===== config.mk =====
export PLATFORM = sky130hd
export DESIGN_NAME = seg_display_arbiter
export DESIGN_NICKNAME = d
export VERILOG_FILES = /design/src/rtl/seg_display_arbiter.sv
export SDC_FILE = /design/constraint.sdc
export NUM_CORES = 1
export LEC_CHECK = 0
export ABC_AREA = 1
export BUFFER_PORTS_ARGS = -buffer_cell sky130_fd_sc_hd__buf_2
export CORE_AREA = 2 2 108 110
export CTS_CLUSTER_SIZE = 20
export DETAILED_ROUTE_END_ITERATION = 8
export DIE_AREA = 0 0 110 112
export PLACE_DENSITY = 0.86
export SYNTH_ARGS = -nofsm -noshare
export SYNTH_HDL_FRONTEND = slang
export SYNTH_SLANG_ARGS = --single-unit

===== constraint.sdc =====
create_clock -name clk -period 1.6 [get_ports clk]
set_input_delay 0 -clock clk [delete_from_list [all_inputs] [get_ports clk]]
set_output_delay 0 -clock clk [all_outputs]
set_load 0.05 [all_outputs]

===== src/rtl/seg_display_arbiter.sv =====
`default_nettype none
// ============================================================================
// Module   : seg_display_arbiter
// Purpose  : Shares a 4-digit 7-segment display between a value source, a
//            timed banner and a timed alert, then scans the digits itself.
//            Optional alert blink is enabled by defining SEG_ALERT_BLINK_EN.
// Revision : 1.0 - initial release
// ============================================================================
module seg_display_arbiter #(
   parameter int HOLD_CYCLES  = 50_000_000,
   parameter int SCAN_CYCLES  = 50_000,
   parameter int BLINK_CYCLES = 12_500_000
) (
   input  logic        clk,
   input  logic        rst_n,
   input  logic        alert_req,
   input  logic [27:0] alert_glyphs,
   input  logic        banner_req,
   input  logic [27:0] banner_glyphs,
   input  logic        value_valid,
   input  logic [27:0] value_glyphs,
   output logic [2:0]  grant,
   output logic        banner_done,
   output logic        alert_done,
   output logic [3:0]  an,
   output logic [6:0]  seg
);

   localparam int c_HOLD_W = (HOLD_CYCLES > 1) ? $clog2(HOLD_CYCLES) : 1;
   localparam int c_SCAN_W = (SCAN_CYCLES > 1) ? $clog2(SCAN_CYCLES) : 1;
   localparam logic [c_HOLD_W-1:0] c_HOLD_LAST = c_HOLD_W'(HOLD_CYCLES - 1);
   localparam logic [c_HOLD_W-1:0] c_HOLD_ONE  = c_HOLD_W'(1);
   localparam logic [c_SCAN_W-1:0] c_SCAN_LAST = c_SCAN_W'(SCAN_CYCLES - 1);
   localparam logic [c_SCAN_W-1:0] c_SCAN_ONE  = c_SCAN_W'(1);

   if (HOLD_CYCLES < 2 || SCAN_CYCLES < 1 || BLINK_CYCLES < 1) begin : g_bad_params
      $error("seg_display_arbiter: need HOLD_CYCLES>=2, SCAN_CYCLES>=1, BLINK_CYCLES>=1");
   end

   typedef enum logic [1:0] {
      S_IDLE   = 2'd0,
      S_VALUE  = 2'd1,
      S_BANNER = 2'd2,
      S_ALERT  = 2'd3
   } state_t;

   function automatic logic [2:0] f_grant(input state_t s);
      case (s)
         S_VALUE:  return 3'b001;
         S_BANNER: return 3'b010;
         S_ALERT:  return 3'b100;
         default:  return 3'b000;
      endcase
   endfunction

   state_t                r_state;
   logic [2:0]            r_grant;
   logic [c_HOLD_W-1:0]   r_timer;
   logic                  r_alert_pend;
   logic                  r_banner_pend;
   logic [27:0]           r_alert_sh;
   logic [27:0]           r_banner_sh;
   logic                  r_banner_done;
   logic                  r_alert_done;
   logic [c_SCAN_W-1:0]   r_scan_cnt;
   logic [1:0]            r_idx;
   logic [3:0]            r_an;
   logic [6:0]            r_seg;

   logic                  w_hold_last;
   logic                  w_alert_restart;
   logic                  w_banner_restart;
   state_t                w_bg_state;
   logic [27:0]           w_glyphs;
   logic [6:0]            w_digit;
   logic                  w_blank_alert;
   logic                  w_blank;

   // A re-request by the owner (or a request latched on the entry edge) restarts the hold in place.
   assign w_hold_last      = (r_timer == c_HOLD_LAST);
   assign w_alert_restart  = (r_state == S_ALERT) && (alert_req || r_alert_pend);
   assign w_banner_restart = (r_state == S_BANNER) && !r_alert_pend && (banner_req || r_banner_pend);
   assign w_bg_state       = value_valid ? S_VALUE : S_IDLE;

   always_ff @(posedge clk) begin
      if (!rst_n) begin
         r_state       <= S_IDLE;
         r_grant       <= 3'b000;
         r_timer       <= '0;
         r_alert_pend  <= 1'b0;
         r_banner_pend <= 1'b0;
         r_alert_sh    <= '0;
         r_banner_sh   <= '0;
         r_banner_done <= 1'b0;
         r_alert_done  <= 1'b0;
      end else begin
         r_banner_done <= 1'b0;
         r_alert_done  <= 1'b0;
         if (alert_req) begin
            r_alert_sh <= alert_glyphs;
         end
         if (banner_req) begin
            r_banner_sh <= banner_glyphs;
         end

         case (r_state)
            S_ALERT: begin
               if (w_alert_restart) begin
                  r_timer      <= '0;
                  r_alert_pend <= 1'b0;
               end else if (w_hold_last) begin
                  r_alert_done <= 1'b1;
                  r_timer      <= '0;
                  if (r_banner_pend) begin
                     r_state       <= S_BANNER;
                     r_grant       <= f_grant(S_BANNER);
                     r_banner_pend <= 1'b0;
                  end else begin
                     r_state <= w_bg_state;
                     r_grant <= f_grant(w_bg_state);
                  end
               end else begin
                  r_timer <= r_timer + c_HOLD_ONE;
               end
            end

            S_BANNER: begin
               if (r_alert_pend) begin
                  // Preempted banner is dropped, not resumed.
                  r_state       <= S_ALERT;
                  r_grant       <= f_grant(S_ALERT);
                  r_timer       <= '0;
                  r_alert_pend  <= 1'b0;
                  r_banner_done <= 1'b1;
               end else if (w_banner_restart) begin
                  r_timer       <= '0;
                  r_banner_pend <= 1'b0;
               end else if (w_hold_last) begin
                  r_banner_done <= 1'b1;
                  r_timer       <= '0;
                  r_state       <= w_bg_state;
                  r_grant       <= f_grant(w_bg_state);
               end else begin
                  r_timer <= r_timer + c_HOLD_ONE;
               end
            end

            default: begin
               r_timer <= '0;
               if (r_alert_pend) begin
                  r_state      <= S_ALERT;
                  r_grant      <= f_grant(S_ALERT);
                  r_alert_pend <= 1'b0;
               end else if (r_banner_pend) begin
                  r_state       <= S_BANNER;
                  r_grant       <= f_grant(S_BANNER);
                  r_banner_pend <= 1'b0;
               end else begin
                  r_state <= w_bg_state;
                  r_grant <= f_grant(w_bg_state);
               end
            end
         endcase

         if (alert_req && !w_alert_restart) begin
            r_alert_pend <= 1'b1;
         end
         if (banner_req && !w_banner_restart) begin
            r_banner_pend <= 1'b1;
         end
      end
   end

`ifdef SEG_ALERT_BLINK_EN
   localparam int c_BLINK_W = (BLINK_CYCLES > 1) ? $clog2(BLINK_CYCLES) : 1;
   localparam logic [c_BLINK_W-1:0] c_BLINK_LAST = c_BLINK_W'(BLINK_CYCLES - 1);
   localparam logic [c_BLINK_W-1:0] c_BLINK_ONE  = c_BLINK_W'(1);

   logic [c_BLINK_W-1:0] r_blink_cnt;
   logic                 r_blink_on;

   // Held at phase-on outside ALERT so every alert entry starts visible.
   always_ff @(posedge clk) begin
      if (!rst_n || r_state != S_ALERT) begin
         r_blink_cnt <= '0;
         r_blink_on  <= 1'b1;
      end else if (r_blink_cnt == c_BLINK_LAST) begin
         r_blink_cnt <= '0;
         r_blink_on  <= !r_blink_on;
      end else begin
         r_blink_cnt <= r_blink_cnt + c_BLINK_ONE;
      end
   end

   assign w_blank_alert = (r_state == S_ALERT) && !r_blink_on;
`else
   assign w_blank_alert = 1'b0;
`endif

   assign w_blank = (r_state == S_IDLE) || w_blank_alert;

   always_comb begin
      w_glyphs = '0;
      case (r_state)
         S_VALUE:  w_glyphs = value_glyphs;
         S_BANNER: w_glyphs = r_banner_sh;
         S_ALERT:  w_glyphs = r_alert_sh;
         default:  w_glyphs = '0;
      endcase
   end

   always_comb begin
      w_digit = '0;
      case (r_idx)
         2'd0:    w_digit = w_glyphs[6:0];
         2'd1:    w_digit = w_glyphs[13:7];
         2'd2:    w_digit = w_glyphs[20:14];
         default: w_digit = w_glyphs[27:21];
      endcase
   end

   // Scan keeps rotating across state changes; an/seg lag index and state by one cycle.
   always_ff @(posedge clk) begin
      if (!rst_n) begin
         r_scan_cnt <= '0;
         r_idx      <= 2'd0;
         r_an       <= 4'b0000;
         r_seg      <= 7'b0000000;
      end else begin
         if (r_scan_cnt == c_SCAN_LAST) begin
            r_scan_cnt <= '0;
            r_idx      <= r_idx + 2'd1;
         end else begin
            r_scan_cnt <= r_scan_cnt + c_SCAN_ONE;
         end
         r_an  <= w_blank ? 4'b0000 : (4'b0001 << r_idx);
         r_seg <= w_blank ? 7'b0000000 : w_digit;
      end
   end

   assign grant       = r_grant;
   assign banner_done = r_banner_done;
   assign alert_done  = r_alert_done;
   assign an          = r_an;
   assign seg         = r_seg;

endmodule
`default_nettype wire


==> results_tabular.tex <==
\begin{tabular}{lr}
\hline
Metric & Value \\
\hline
\multicolumn{2}{l}{\textbf{Global routing}} \\
\quad Maximum number of pins on one net before global-route repair & 36 \\
\quad Number of antenna violations at the first check in global routing & 0 \\
\quad Overflow after GRT & 0 \\
\quad First-pass GRT wire length & between 30,000 and 40,000 um \\
\quad GR Util All Layers & between 30\% and 40\% \\
\quad Via count of the first global-routing pass & roughly 6,200 \\
\multicolumn{2}{l}{\textbf{Synthesis}} \\
\quad Prevailing post-synth register cell & sky130\_fd\_sc\_hd\_\_dfxtp\_1 \\
\quad Largest area contributor in the netlist & sky130\_fd\_sc\_hd\_\_dfxtp\_1 \\
\quad Count of cell types in the netlist & 35 \\
\quad Post-synthesis instance area & 0.00548 sq mm \\
\quad Ranking of synthesized cells by area & sky130\_fd\_sc\_hd\_\_dfxtp\_1 (44\%), sky130\_fd\_sc\_hd\_\_nand2\_1 (12\%), sky130\_fd\_sc\_hd\_\_nor2\_1 (11\%), sky130\_fd\_sc\_hd\_\_o21ai\_0 (5.6\%), sky130\_fd\_sc\_hd\_\_a21oi\_1 (3.8\%) \\
\quad Area share of the leading cell type in the synthesized netlist & 43.8\% \\
\quad Register area share after synthesis & 43.8\% \\
\quad Commonest cells in the synthesized netlist & sky130\_fd\_sc\_hd\_\_nand2\_1 (177), sky130\_fd\_sc\_hd\_\_nor2\_1 (163), sky130\_fd\_sc\_hd\_\_dfxtp\_1 (120) \\
\quad Async set or reset register ratio after synthesis & 0\% \\
\quad Number of enable flip-flop cells after synthesis & 0 \\
\quad Average footprint of a synthesized cell & between 6 and 7 sq um \\
\quad Synthesis-stage register bit count & 120 \\
\quad Synthesized Nets & 880 \\
\quad Cell count after synthesis & between 700 and 800 \\
\quad Most common cell in the netlist & sky130\_fd\_sc\_hd\_\_nand2\_1 \\
\quad Count of warnings emitted by yosys & 0 \\
\multicolumn{2}{l}{\textbf{Place}} \\
\quad HPWL after detailed placement & 10,400 um \\
\quad Number of buffers added on ports & roughly 100 \\
\quad Post-detailed-placement cell area & 0.00630 sq mm \\
\quad Pre-CTS setup slack & -0.0156 ns \\
\quad Gpl congestion & 0.924 \\
\multicolumn{2}{l}{\textbf{Power and ir drop}} \\
\quad Static Leakage & 3.17 nW \\
\quad Highest ir drop seen on vdd & between 900 and 1000 uV \\
\quad Power density over cell area & 1110 mW/mm\^{}2 \\
\quad Power consumption & around 8.7 mW \\
\multicolumn{2}{l}{\textbf{Detailed routing}} \\
\quad Number of design rule violations left after detail routing & 0 \\
\quad Number of nets with antenna violations after routing & 0 \\
\quad Starting DRC count in detailed routing & 672 \\
\quad DRT Pass-1 Iters & 7 \\
\quad Via density per instance & 5.72 \\
\quad Per-cell routed wire length & 17.1 um \\
\quad Post-Route WL & 19,700 um \\
\quad Routed via count & about 6,600 \\
\multicolumn{2}{l}{\textbf{Layout}} \\
\quad Layout overhead on the synthesized area & 42.4\% \\
\quad Area taken by multi-input logic gates & roughly 0.0029 sq mm \\
\quad Antenna diode instance count & 0 \\
\quad Fill cell total of the finished layout & 765 \\
\quad Nets@finish & 1,087 \\
\quad Share of the core filled with cells in the final layout & 69.8\% \\
\quad Final non-filler cell area & 0.00780 sq mm \\
\quad Share of final-layout standard cells stronger than drive strength 1 & 20.8\% \\
\quad Sequential cell area & approximately 0.0024 sq mm \\
\multicolumn{2}{l}{\textbf{Timing}} \\
\quad Worst Slack Setup Final & roughly 0.0053 ns \\
\quad Final worst-path cycle share & 99.7\% \\
\quad Max transition margin & 69.5\% \\
\quad Final critical path time including I/O delays and setup & 1.59 ns \\
\quad Worst slew pin tran & approximately 0.46 ns \\
\quad Final hold vios & 0 \\
\quad Highest achievable clock rate & 627 MHz \\
\quad Count of final max-slew check failures & 0 \\
\quad Fin Clk Skew & 0.0121 ns \\
\quad Final Setup Violations & 0 \\
\multicolumn{2}{l}{\textbf{Clock tree}} \\
\quad Clock insertion delay at the later pin of the skew report & 0.42 ns \\
\quad Clk buf depth & 2 \\
\quad H-tree lvl count & 4 \\
\quad CTS clock-pin slew for the worst setup and hold paths & 0.06 ns \\
\quad Clock tree from TritonCTS & yes \\
\quad Total clock buffers created by CTS & 17 \\
\quad CTS root buffer & sky130\_fd\_sc\_hd\_\_clkbuf\_16 \\
\quad Clock net sink count & 120 \\
\multicolumn{2}{l}{\textbf{Hold path}} \\
\quad HP Class & input pin to register \\
\multicolumn{2}{l}{\textbf{Run}} \\
\quad Number of max-capacitance violations reported & 0 \\
\multicolumn{2}{l}{\textbf{Floorplan}} \\
\quad Number of top-level pins & 105 \\
\quad Initial Utilization & roughly half \\
\quad Die Ht & 112 um \\
\quad Die X & 110 um \\
\quad Die outline area & 0.0123 sq mm \\
\quad Std cell rows & 39 \\
\quad Placeable Area & roughly 0.011 sq mm \\
\multicolumn{2}{l}{\textbf{Setup path}} \\
\quad Peak fanout along the critical path & 7 \\
\quad Endpoint type of the worst setup path & register \\
\quad Most frequent CP cell & sky130\_fd\_sc\_hd\_\_nand2\_1 \\
\quad Worst setup path class & register to register \\
\quad Critical Path Slowest Stage Cell & sky130\_fd\_sc\_hd\_\_dfxtp\_1 \\
\quad Req. time, crit path & 1.95 ns \\
\quad Delay-heaviest family, CP & flip-flops \\
\quad Critical path arrival & slightly below 2 ns \\
\quad Element type at the critical path start & register \\
\quad Buf/Inv on CP & 2 \\
\quad Worst stage delay on the critical path & $\sim$0.48 ns \\
\quad Chain of cells forming the critical path & inv\_1 > nor2\_4 > buf\_4 > nand2\_1 > o211ai\_1 > nand2\_1 > a31oi\_1 \\
\multicolumn{2}{l}{\textbf{Status}} \\
\quad Result of the run & completed \\
\hline
\end{tabular}
[routing by layer]
layer | vias up | global-route usage, % | wire length [um]
li1 | 2980 | - | -
met1 | 2958 | 36.1 | 6890
met2 | 477 | 53.5 | 9530
met3 | 151 | 9.48 | 1780
met4 | 0 | 20.8 | 1450
met5 | - | 0 | 0
[logic make-up (layout without fill, tap and decap cells)]
logic type / count (synthesis) / after routing / share of synthesized area [%]
xor gates and xnor gates: 15 / 15 / 2.40
AOI/OAI and AO/OA: 126 / 126 / 12.3
DFF: 120 / 120 / 43.8
and+or+nand+nor: 438 / 439 / 34.2
buffers and inverters: 80 / 299 / 5.85
adders and majority gates: 6 / 6 / 1.37
[path summary, 6_finish.rpt]
check,from,end,slack (ns),depth (start not counted)
max reg2reg,r_state[0]$_SDFFE_PN0P_,seg[1]$_SDFF_PP0_,0.005,7
min reg2reg,grant[2]$_SDFFE_PN0P_,grant[2]$_SDFFE_PN0P_,0.46,2
max,r_state[0]$_SDFFE_PN0P_,seg[1]$_SDFF_PP0_,0.005,7
min,alert_req,r_alert_pend$_SDFFE_PN0P_,0.02,3
[stage by stage]
step	setup TNS [ns]	hold slack [ns]	cells
global route	-1.18	0.0305	1148
finish	0	0.0188	1148
CTS	-0.0769	0.00159	1145
detailed placement	-0.0198	0.224	1035
floorplan	0	0.135	785
global placement	0	0.223	1035
[placed cells by master, fill, tap and decap left out, drive strengths merged]
master	count
xnor2	8
dfxtp	120
nor3	19
nand2	182
nand3b	2
ha	6
clkbuf	18
o221ai	1
nor4	5
o22ai	1
nand4	19
clkinvlp	1
nor2	169
dlygate4sd3	78
xor2	7
nor3b	3
inv	54
a31oi	11
nand3	38
o21ai	65
buf	138
or2	2
bufinv	2
o211ai	6
a21oi	42
clkinv	8
[power breakdown]
part	internal, mW	switching (mW)
registers	3.15	0.107
logic	0.563	0.960
clock network	2.37	1.51
[flip-flops by register name, summed over array words and instances, names as in the netlist, 2 cells and up]
| signal | cells |
|---|---|
| r_timer | 26 |
| r_idx | 2 |
| r_scan_cnt | 16 |
| r_alert_sh | 28 |
| grant | 3 |
| r_state | 2 |
| seg | 7 |
| r_banner_sh | 28 |
| an | 4 |
[final cells by class]
class	count	area share, %
repair buffers	216	20.1
flip-flops and latches	120	30.8
clock inverters	14	2.05
clock buffers	18	5.63
multi-input cells	586	36.6
inverters	51	2.45
well taps	143	2.29
[timing repair]
action | 4_1_cts | 5_1_grt
pin swaps | 0 | 7
setup buffers | 0 | 2
hold buffers | 78 | 0
gates resized for setup | 3 | 24
setup endpoints to repair | 4 | 50
endpoints found under the hold margin | 61 | 0
cloned | 0 | 1
[worst min-delay path, stage by stage]
cell and delay, ns:
sky130_fd_sc_hd__buf_2 0.13, sky130_fd_sc_hd__inv_1 0.17, sky130_fd_sc_hd__nor3_1 0.08
No activity file was read; power rests on OpenSTA's default activity.
